**src/rtl/mac_cyv_pkg.sv**
```systemverilog
// Shared constants and types for the half-precision MAC column.
// Binary16 field widths, exponent bias, infinity encodings and half_t.
package mac_cyv_pkg;

    localparam int HALF_EXP_BITS  = 5;
    localparam int HALF_MANT_BITS = 10;
    localparam int HALF_EXP_BIAS  = 15;

    localparam logic [15:0] HALF_POS_INF = 16'h7C00;
    localparam logic [15:0] HALF_NEG_INF = 16'hFC00;

    typedef struct packed {
        logic                      sign;
        logic [HALF_EXP_BITS-1:0]  exp;
        logic [HALF_MANT_BITS-1:0] mant;
    } half_t;

endpackage

```
**src/rtl/mac_cyv_fix2half_out_lod.sv**
```systemverilog
// Combinational leading-one detector of parameterised width.
// Ports: vec (input word), idx (index of highest set bit), zero (vec == 0).
module mac_cyv_lead_one_det #(
    parameter  int WIDTH = 33,
    localparam int IW    = $clog2(WIDTH)
) (
    input  logic [WIDTH-1:0] vec,
    output logic [IW-1:0]    idx,
    output logic             zero
);

    // Ascending scan: the last set bit seen is the most significant one.
    always_comb begin
        idx  = '0;
        zero = 1'b1;
        for (int i = 0; i < WIDTH; i++) begin
            if (vec[i]) begin
                idx  = IW'(i);
                zero = 1'b0;
            end
        end
    end

endmodule

```
**src/rtl/mac_cyv_fix2half_out.sv**
```systemverilog
// Fixed-point accumulator to IEEE-754 binary16 converter, 3-stage pipeline.
// Ports: clk, areset (sync, active-high), in_data/in_valid/in_ready,
//        out_half/out_valid/out_ready, out_overflow (saturated to +-inf).
// Optional build macro MAC_CYV_FIX2HALF_RELU_EN: negative inputs yield 0.
module mac_cyv_fix2half_out
    import mac_cyv_pkg::*;
#(
    parameter int FIXEDSIZE = 32,
    parameter int FRAC_BITS = 20
) (
    input  logic                 clk,
    input  logic                 areset,
    input  logic [FIXEDSIZE-1:0] in_data,
    input  logic                 in_valid,
    output logic                 in_ready,
    output logic [15:0]          out_half,
    output logic                 out_valid,
    input  logic                 out_ready,
    output logic                 out_overflow
);

    localparam int AW = FIXEDSIZE + 1;
    localparam int IW = $clog2(AW);

    localparam logic signed [9:0] EXP_OFS = 10'(HALF_EXP_BIAS - FRAC_BITS);

    // ---------------- pipeline control ----------------
    logic s1_valid, s2_valid, s3_valid;
    logic s1_en, s2_en, s3_en;

    // A stage loads when it is empty or its content moves on this edge.
    assign s3_en    = !s3_valid || out_ready;
    assign s2_en    = !s2_valid || s3_en;
    assign s1_en    = !s1_valid || s2_en;
    assign in_ready = s1_en;
    assign out_valid = s3_valid;

    always_ff @(posedge clk) begin
        if (areset) begin
            s1_valid <= 1'b0;
            s2_valid <= 1'b0;
            s3_valid <= 1'b0;
        end else begin
            if (s1_en) s1_valid <= in_valid;
            if (s2_en) s2_valid <= s1_valid;
            if (s3_en) s3_valid <= s2_valid;
        end
    end

    // ---------------- stage 1: sign / magnitude ----------------
    logic          in_neg;
    logic [AW-1:0] in_ext;
    logic [AW-1:0] abs_next;
    logic          sign_next;

    assign in_neg = in_data[FIXEDSIZE-1];
    assign in_ext = {in_neg, in_data};

`ifdef MAC_CYV_FIX2HALF_RELU_EN
    // Fused ReLU: negative values collapse to a zero magnitude.
    assign abs_next  = in_neg ? '0 : in_ext;
    assign sign_next = 1'b0;
`else
    // One extra bit keeps the magnitude of the most negative input exact.
    assign abs_next  = in_neg ? (~in_ext + AW'(1)) : in_ext;
    assign sign_next = in_neg;
`endif

    logic          s1_sign;
    logic          s1_zero;
    logic [AW-1:0] s1_abs;

    always_ff @(posedge clk) begin
        if (s1_en && in_valid) begin
            s1_sign <= sign_next;
            s1_zero <= (abs_next == '0);
            s1_abs  <= abs_next;
        end
    end

    // ---------------- stage 2: normalise ----------------
    logic [IW-1:0] lod_idx;
    logic          lod_zero;
    logic [IW-1:0] lsh;
    logic [AW-1:0] norm_next;

    mac_cyv_lead_one_det #(
        .WIDTH (AW)
    ) u_lod (
        .vec  (s1_abs),
        .idx  (lod_idx),
        .zero (lod_zero)
    );

    assign lsh       = IW'(AW - 1) - lod_idx;
    assign norm_next = lod_zero ? '0 : (s1_abs << lsh);

    logic          s2_sign;
    logic          s2_zero;
    logic [IW-1:0] s2_p;
    logic [AW-1:0] s2_norm;

    always_ff @(posedge clk) begin
        if (s2_en && s1_valid) begin
            s2_sign <= s1_sign;
            s2_zero <= s1_zero;
            s2_p    <= lod_idx;
            s2_norm <= norm_next;
        end
    end

    // ---------------- stage 3: round and pack ----------------
    logic signed [9:0] exp_b;
    logic signed [9:0] exp_r;
    logic [9:0]        mant_t;
    logic              guard;
    logic              sticky;
    logic              rnd;
    logic [10:0]       mant_r;
    logic [9:0]        sub_sh;
    logic [9:0]        mant_s;
    logic              is_zero;
    logic              is_norm;
    half_t             res;
    logic              res_ovf;

    always_comb begin
        exp_b  = $signed(10'(s2_p)) + EXP_OFS;
        mant_t = s2_norm[AW-2 -: 10];
        guard  = s2_norm[AW-12];
        sticky = |s2_norm[AW-13:0];
        rnd    = guard && (sticky || mant_t[0]);
        mant_r = {1'b0, mant_t} + {10'd0, rnd};
        // A mantissa carry bumps the exponent; mant_r[9:0] is then zero.
        exp_r  = exp_b + $signed({9'd0, mant_r[10]});
        // Subnormal field is abs * 2^(24-FRAC_BITS); the leading one sits
        // at bit exp_b+9, so shifting norm right lands it there. This is
        // exact for FRAC_BITS <= 24, so no bits are lost to rounding.
        sub_sh = 10'(AW - 10) - $unsigned(exp_b);
        mant_s = 10'(s2_norm >> sub_sh);
        // No leading one at the MSB means the magnitude was zero.
        is_zero = s2_zero || !s2_norm[AW-1];
        is_norm = exp_b > 10'sd0;

        res     = '0;
        res_ovf = 1'b0;
        unique case (1'b1)
            is_zero: begin
                res     = '0;
                res_ovf = 1'b0;
            end
            (!is_zero && is_norm): begin
                if (exp_r >= 10'sd31) begin
                    res     = s2_sign ? HALF_NEG_INF : HALF_POS_INF;
                    res_ovf = 1'b1;
                end else begin
                    res.sign = s2_sign;
                    res.exp  = 5'(exp_r);
                    res.mant = mant_r[9:0];
                end
            end
            (!is_zero && !is_norm): begin
                res.sign = s2_sign;
                res.exp  = '0;
                res.mant = mant_s;
            end
            default: begin
                res     = '0;
                res_ovf = 1'b0;
            end
        endcase
    end

    always_ff @(posedge clk) begin
        if (areset) begin
            out_half     <= 16'h0000;
            out_overflow <= 1'b0;
        end else if (s3_en && s2_valid) begin
            out_half     <= res;
            out_overflow <= res_ovf;
        end
    end

endmodule

```
**config.mk**
```make
export PLATFORM = sky130hd
export DESIGN_NAME = mac_cyv_fix2half_out
export DESIGN_NICKNAME = d
export VERILOG_FILES = /design/src/rtl/mac_cyv_pkg.sv /design/src/rtl/mac_cyv_fix2half_out_lod.sv /design/src/rtl/mac_cyv_fix2half_out.sv
export SDC_FILE = /design/constraint.sdc
export NUM_CORES = 1
export LEC_CHECK = 0
export ABC_AREA = 1
export BUFFER_PORTS_ARGS = -buffer_cell sky130_fd_sc_hd__buf_2
export CELL_PAD_IN_SITES_DETAIL_PLACEMENT = 0
export CELL_PAD_IN_SITES_GLOBAL_PLACEMENT = 1
export CORE_MARGIN = 3
export CORE_UTILIZATION = 45
export CTS_CLUSTER_SIZE = 8
export DETAILED_ROUTE_END_ITERATION = 6
export PLACE_DENSITY = 0.86
export REMOVE_ABC_BUFFERS = 1
export SYNTH_ARGS = -nofsm -noshare
export SYNTH_HDL_FRONTEND = slang
export SYNTH_HIERARCHICAL = 1
export SYNTH_SLANG_ARGS = --single-unit
```
**constraint.sdc**
```tcl
create_clock -name clk -period 8.9 [get_ports clk]
set_input_delay 0.89 -clock clk [delete_from_list [all_inputs] [get_ports clk]]
set_output_delay 0.89 -clock clk [all_outputs]
set_load 0.01 [all_outputs]
```
======== Yosys cells after proc, flatten, opt, wreduce, memory -nomap -nowiden ========
Cells that the tools add are included.
W data, S select, Z words.
storage, ports and cells
  bits of input ports ..................... 36
  logic and storage cells ................. 113
  register bits after elaboration ......... 96
cells by class
  bitwise operators ....................... 1
  multiplexer cells ....................... 71
  magnitude comparators ................... 2
  add/subtract/negate cells ............... 6
  shifts and indexed selects .............. 2
  reductions and logical operators ........ 19
operator list
  operator                 count
  $mux W5                  16
  $mux W1                  36
  $add A33 B1 Y33 const B  1
  $logic_not A33 Y1        1
  $mux W33                 1
  $not A33 Y33             1
  $shl A33 B6 Y33          1
  $shr A33 B10 Y10         1
  $mux W16                 2
  $mux W4                  8
  $pmux W16 S2             1
  $reduce_or A21 Y1        1
  $mux W3                  4
  $add A10 B1 Y11          1
  $add A8 B2 Y9            1
  $ge A9 B6 Y1 const B     1
  $sub A6 B8 Y9 const A    1
  $add A7 B4 Y8 const B    1
  $gt A8 B1 Y1 const B     1
  $logic_and A1 B1 Y1      6
  $logic_not A1 Y1         6
  $mux W6                  1
  $sub A6 B6 Y6 const A    1
  $logic_or A1 B1 Y1       5
  $mux W2                  2

======== Depth between registers and ports, before layout ========
  depth after elaboration ................. 34
  gate-level depth with buffers ........... 48
  gate-level depth less buffers ........... 44

======== Cells and area by module ========
Netlist, hierarchy kept.
modules (own cells, without submodules)
  module                area an instance (um^2)  times used  cells each  seq. area each (um^2)
  mac_cyv_fix2half_out  7696.1                   1           1139        2682.6
  mac_cyv_lead_one_det  461.7                    1           109         0.0

======== Worst setup path before layout ========
OpenSTA, ideal clock, no wires.
  path type ............................... reg2reg
  start ................................... reg s1_abs[2]
  end ..................................... reg s2_norm[27], data pin
  path slack .............................. 4438 ps
  data arrival time ....................... 4193 ps
  stages on the path, launching flop included .. 46
  path buffers ............................ 6
  setup time .............................. 269 ps
  path through ............................ edfxtp_1 > inv_1 > nand2_1 > nand2_1 > nand2_1 > nand2_1 > nand2_1 > nand2_1 > nand2_1 > nand2_1 > nand2_1 > nand2_1 > nand2_1 > nand2_1 > nand2_1 > nand2_1 > nand2_1 > nand2_1 > [10 not listed] > nand2_1 > nand2_1 > nand2_1 > a21oi_2 > clkbuf_1 > inv_1 > clkbuf_1 > clkbuf_1 > ha_1 > clkbuf_1 > inv_1 > clkbuf_1 > buf_1 > nand3_1 > o21ai_0 > o21ai_0 > o21ai_0 > o22ai_1
on the way
  longest elaborated chain between the ends .. 33
  elaborated cells between the ends (all ways) .. 64
  those cells by class .................... add/sub (1); shift (1); mux (62)
ends and longest elaborated chain
  element                 RTL line                        source
  from (decl)             mac_cyv_fix2half_out.sv:71      logic [AW-1:0] s1_abs;
  from (signal assigned)  mac_cyv_fix2half_out.sv:77      s1_abs <= abs_next;
  $mux W2 (2 in series)   mac_cyv_fix2half_out_lod.sv:17  if (vec[i]) begin
  $mux W3 (4 in series)   mac_cyv_fix2half_out_lod.sv:17
  $mux W4 (8 in series)   mac_cyv_fix2half_out_lod.sv:17
  $mux W5 (16 in series)  mac_cyv_fix2half_out_lod.sv:17
  $mux W6                 mac_cyv_fix2half_out_lod.sv:17
  net lod_idx[0]          mac_cyv_fix2half_out.sv:82      logic [IW-1:0] lod_idx;
  $sub A6 B6 Y6           mac_cyv_fix2half_out.sv:95      assign lsh = IW'(AW - 1) - lod_idx;
  $shl A33 B6 Y33         mac_cyv_fix2half_out.sv:96      assign norm_next = lod_zero ? '0 : (s1_abs << lsh);
  to (signal assigned)    mac_cyv_fix2half_out.sv:108     s2_norm <= norm_next;
  to (decl)               mac_cyv_fix2half_out.sv:101     logic [AW-1:0] s2_norm;
The timed path passes the listed nets, and every way through them passes these cells.
A chain may end at the register's enable or synchronous reset.

======== Worst setup path after layout ========
  start ................................... reg s1_abs[2]
  end ..................................... reg s2_norm[32], data pin
The elaborated chain is that of the path after synthesis.

==> out/results.txt <==
Chip Width = 141 um
Mean cell area of the mapped netlist = 6.54 sq um
Worst Tran Pin Value = 1.17 ns
Initial core utilization = 46.5%
Row Count = 48
CTS Buf Count = 9
Sink Count = 96
Yosys top cell by area = edfxtp_1
Initial antenna violation count = 0
VDD IR max = 0.0845 mV
Sequential fraction of the synthesis area = 32.9%
Crit-path slowest cell = inv_1
Pwr Density = 154 mW/mm^2
CP most frequent cell = nand2_1
Total global routing overflow = 0
Vias per cell = 5.52
Drt wl/cell = 14.7 um
Post-CTS Hold Buffers = 0
Slowest stage delay, CP = 0.62 ns
Antenna cell count = 0
Fin crit share = 59.3%
Post-CTS setup buffer count = 0
Top Ports = 55
HP Class = flip-flop to flip-flop
Setup ws final = 3.62 ns
Max frequency = 189 MHz
Clk Latency, worst-skew pair = 0.35 ns
Hold Violations, Final = 0
Placer Congestion = 0.884
YS warnings = 6
Leak = 0.00390 uW
Synth top area cells = edfxtp_1 28%, nand2_1 16%, nand3_1 14%
Drc violations = 0
Layout area overhead = 8.11%
Overall Global Routing Usage = 22.7%
Post_cts resized = 0
1st-iter DRT viols = 638
Unrepaired setup endpoints after global routing = no
Vias in the first global route = 7565
CTS clk-pin slew, worst paths = 0.07 ns
Slew Limit Headroom = 21.9%
Critical path class = flip-flop to flip-flop
Die height = 141 um
Total wire length = 22000 um
Top cell type's share of synthesized area = 28.0%
CP startpoint kind = flip-flop
Worst path bufs/invs = 5
Final net count = 1308
Period minus WS final = 5.28 ns
Die area = 0.0198 sq mm
Share of layout cells above drive strength 1 = 8.44%
First drt pass iteration count = 5
CTS Root Cell = clkbuf_16
Via Count = 8236
Netlist cell types = 52
H-tree depth = 3
Post-synthesis cell count = 1248
Post-route ant nets = 0
Skew final = 0.00781 ns
Total power = 1350 uW
CTS tree = done
Post-synth top flop = edfxtp_1
Setup Viol. Count Final = 0
Detail Placement HPWL = 17000 um
Worst Path Max Fanout = 37
Clock Path Buffers = 2
Core ar. = 0.0175 sq mm
PortBufs = 54
Ys async rst share = 0%
First-pass GRT wire length = 37100 um
Final Max Tran Viols = 0
Largest net degree at the start of global routing = 62
Critical Path RT = 8.98 ns
Arr. time, crit path = 5.36 ns
Kind of cell adding the most delay to the critical path = buffers and inverters
Fin Setup TNS = 0 ns
Status = finished clean
Most common cell in the synthesized netlist = nand2_1
Top cells by count, synth = 354 x nand2_1, 222 x nand3_1, 115 x nor2_1
Register bit count reported by yosys = 96
Pre-CTS setup slack = 3.60 ns
Post-synth EDFFs = 76
# Max-Cap Violations = 0
Mapped cell area = 0.00816 sq mm
Critical path capture point type = flip-flop
metal layers:
metal | GRT usage (%) | up-vias | wire [um]
met5 | 0 | - | 0
met3 | 3.39 | 47 | 1060
met4 | 8.87 | 0 | 700
met1 | 29.1 | 3705 | 9600
li1 | - | 4254 | -
met2 | 38.6 | 230 | 10700
placed cells by master, fill, tap and decap left out, types with 20 or more instances in the layout:
master and count:
inv_1 103, nand3_1 222, buf_2 54, dfxtp_1 20
nor2_1 115, a21oi_1 42, o21ai_0 80, xor2_1 23
edfxtp_1 76, nand2_1 354
path summary, 6_finish.rpt:
check	from	end	slack, ns	depth (start not counted)
worst min-delay path	s1_zero	s2_zero	0.42	0
worst max-delay path	s1_abs[2]	s2_norm[32]	3.62	42
worst min register to register	s1_zero	s2_zero	0.42	0
worst max register to register	s1_abs[2]	s2_norm[32]	3.62	42
where the power goes:
group / internal (uW) / switching [uW]
logic: 135 / 285
registers: 519 / 25.4
clock network: 220 / 169
registers in the layout, summed over array words and instances, names as in the netlist:
name	count
s2_p	6
s2_sign	1
out_valid	1
s1_valid	1
s2_norm	33
s2_zero	1
s1_abs	33
out_half	16
s1_zero	1
s2_valid	1
out_overflow	1
s1_sign	1
final cells by class:
| class | instances | area, sq um |
|---|---|---|
| fill | 1835 | 8720 |
| multi-input combinational | 978 | 4770 |
| sequential | 96 | 2680 |
| inverter | 114 | 442 |
| timing repair buffer | 64 | 345 |
| tap | 225 | 282 |
| clock buffer | 10 | 229 |
| clock inverter | 6 | 68.8 |
metrics by stage:
stage               std cells  area, sq um  hold slack, ns  util, %
floorplan                1188         7890           0.400        -
global route             1493         8820           0.440     50.3
finish                   1493         8820           0.417     50.3
CTS                      1493         8820           0.422     50.3
detailed placement       1477         8520           0.411     48.6
global placement         1477         8520           0.401     48.6
cells by family after synthesis:
family | Yosys count | synth area share (%)
AO/OA/AOI/OAI | 173 | 12.1
other | 1 | 0.0460
multiplexers | 8 | 0.982
buffers and inverters | 174 | 8.73
adder cells (fa/ha/maj) | 9 | 1.38
AND/OR/NAND/NOR | 752 | 40.1
XOR/XNOR | 35 | 3.85
flip-flops | 96 | 32.9
Note: power is estimated with default switching activity, not from simulation.
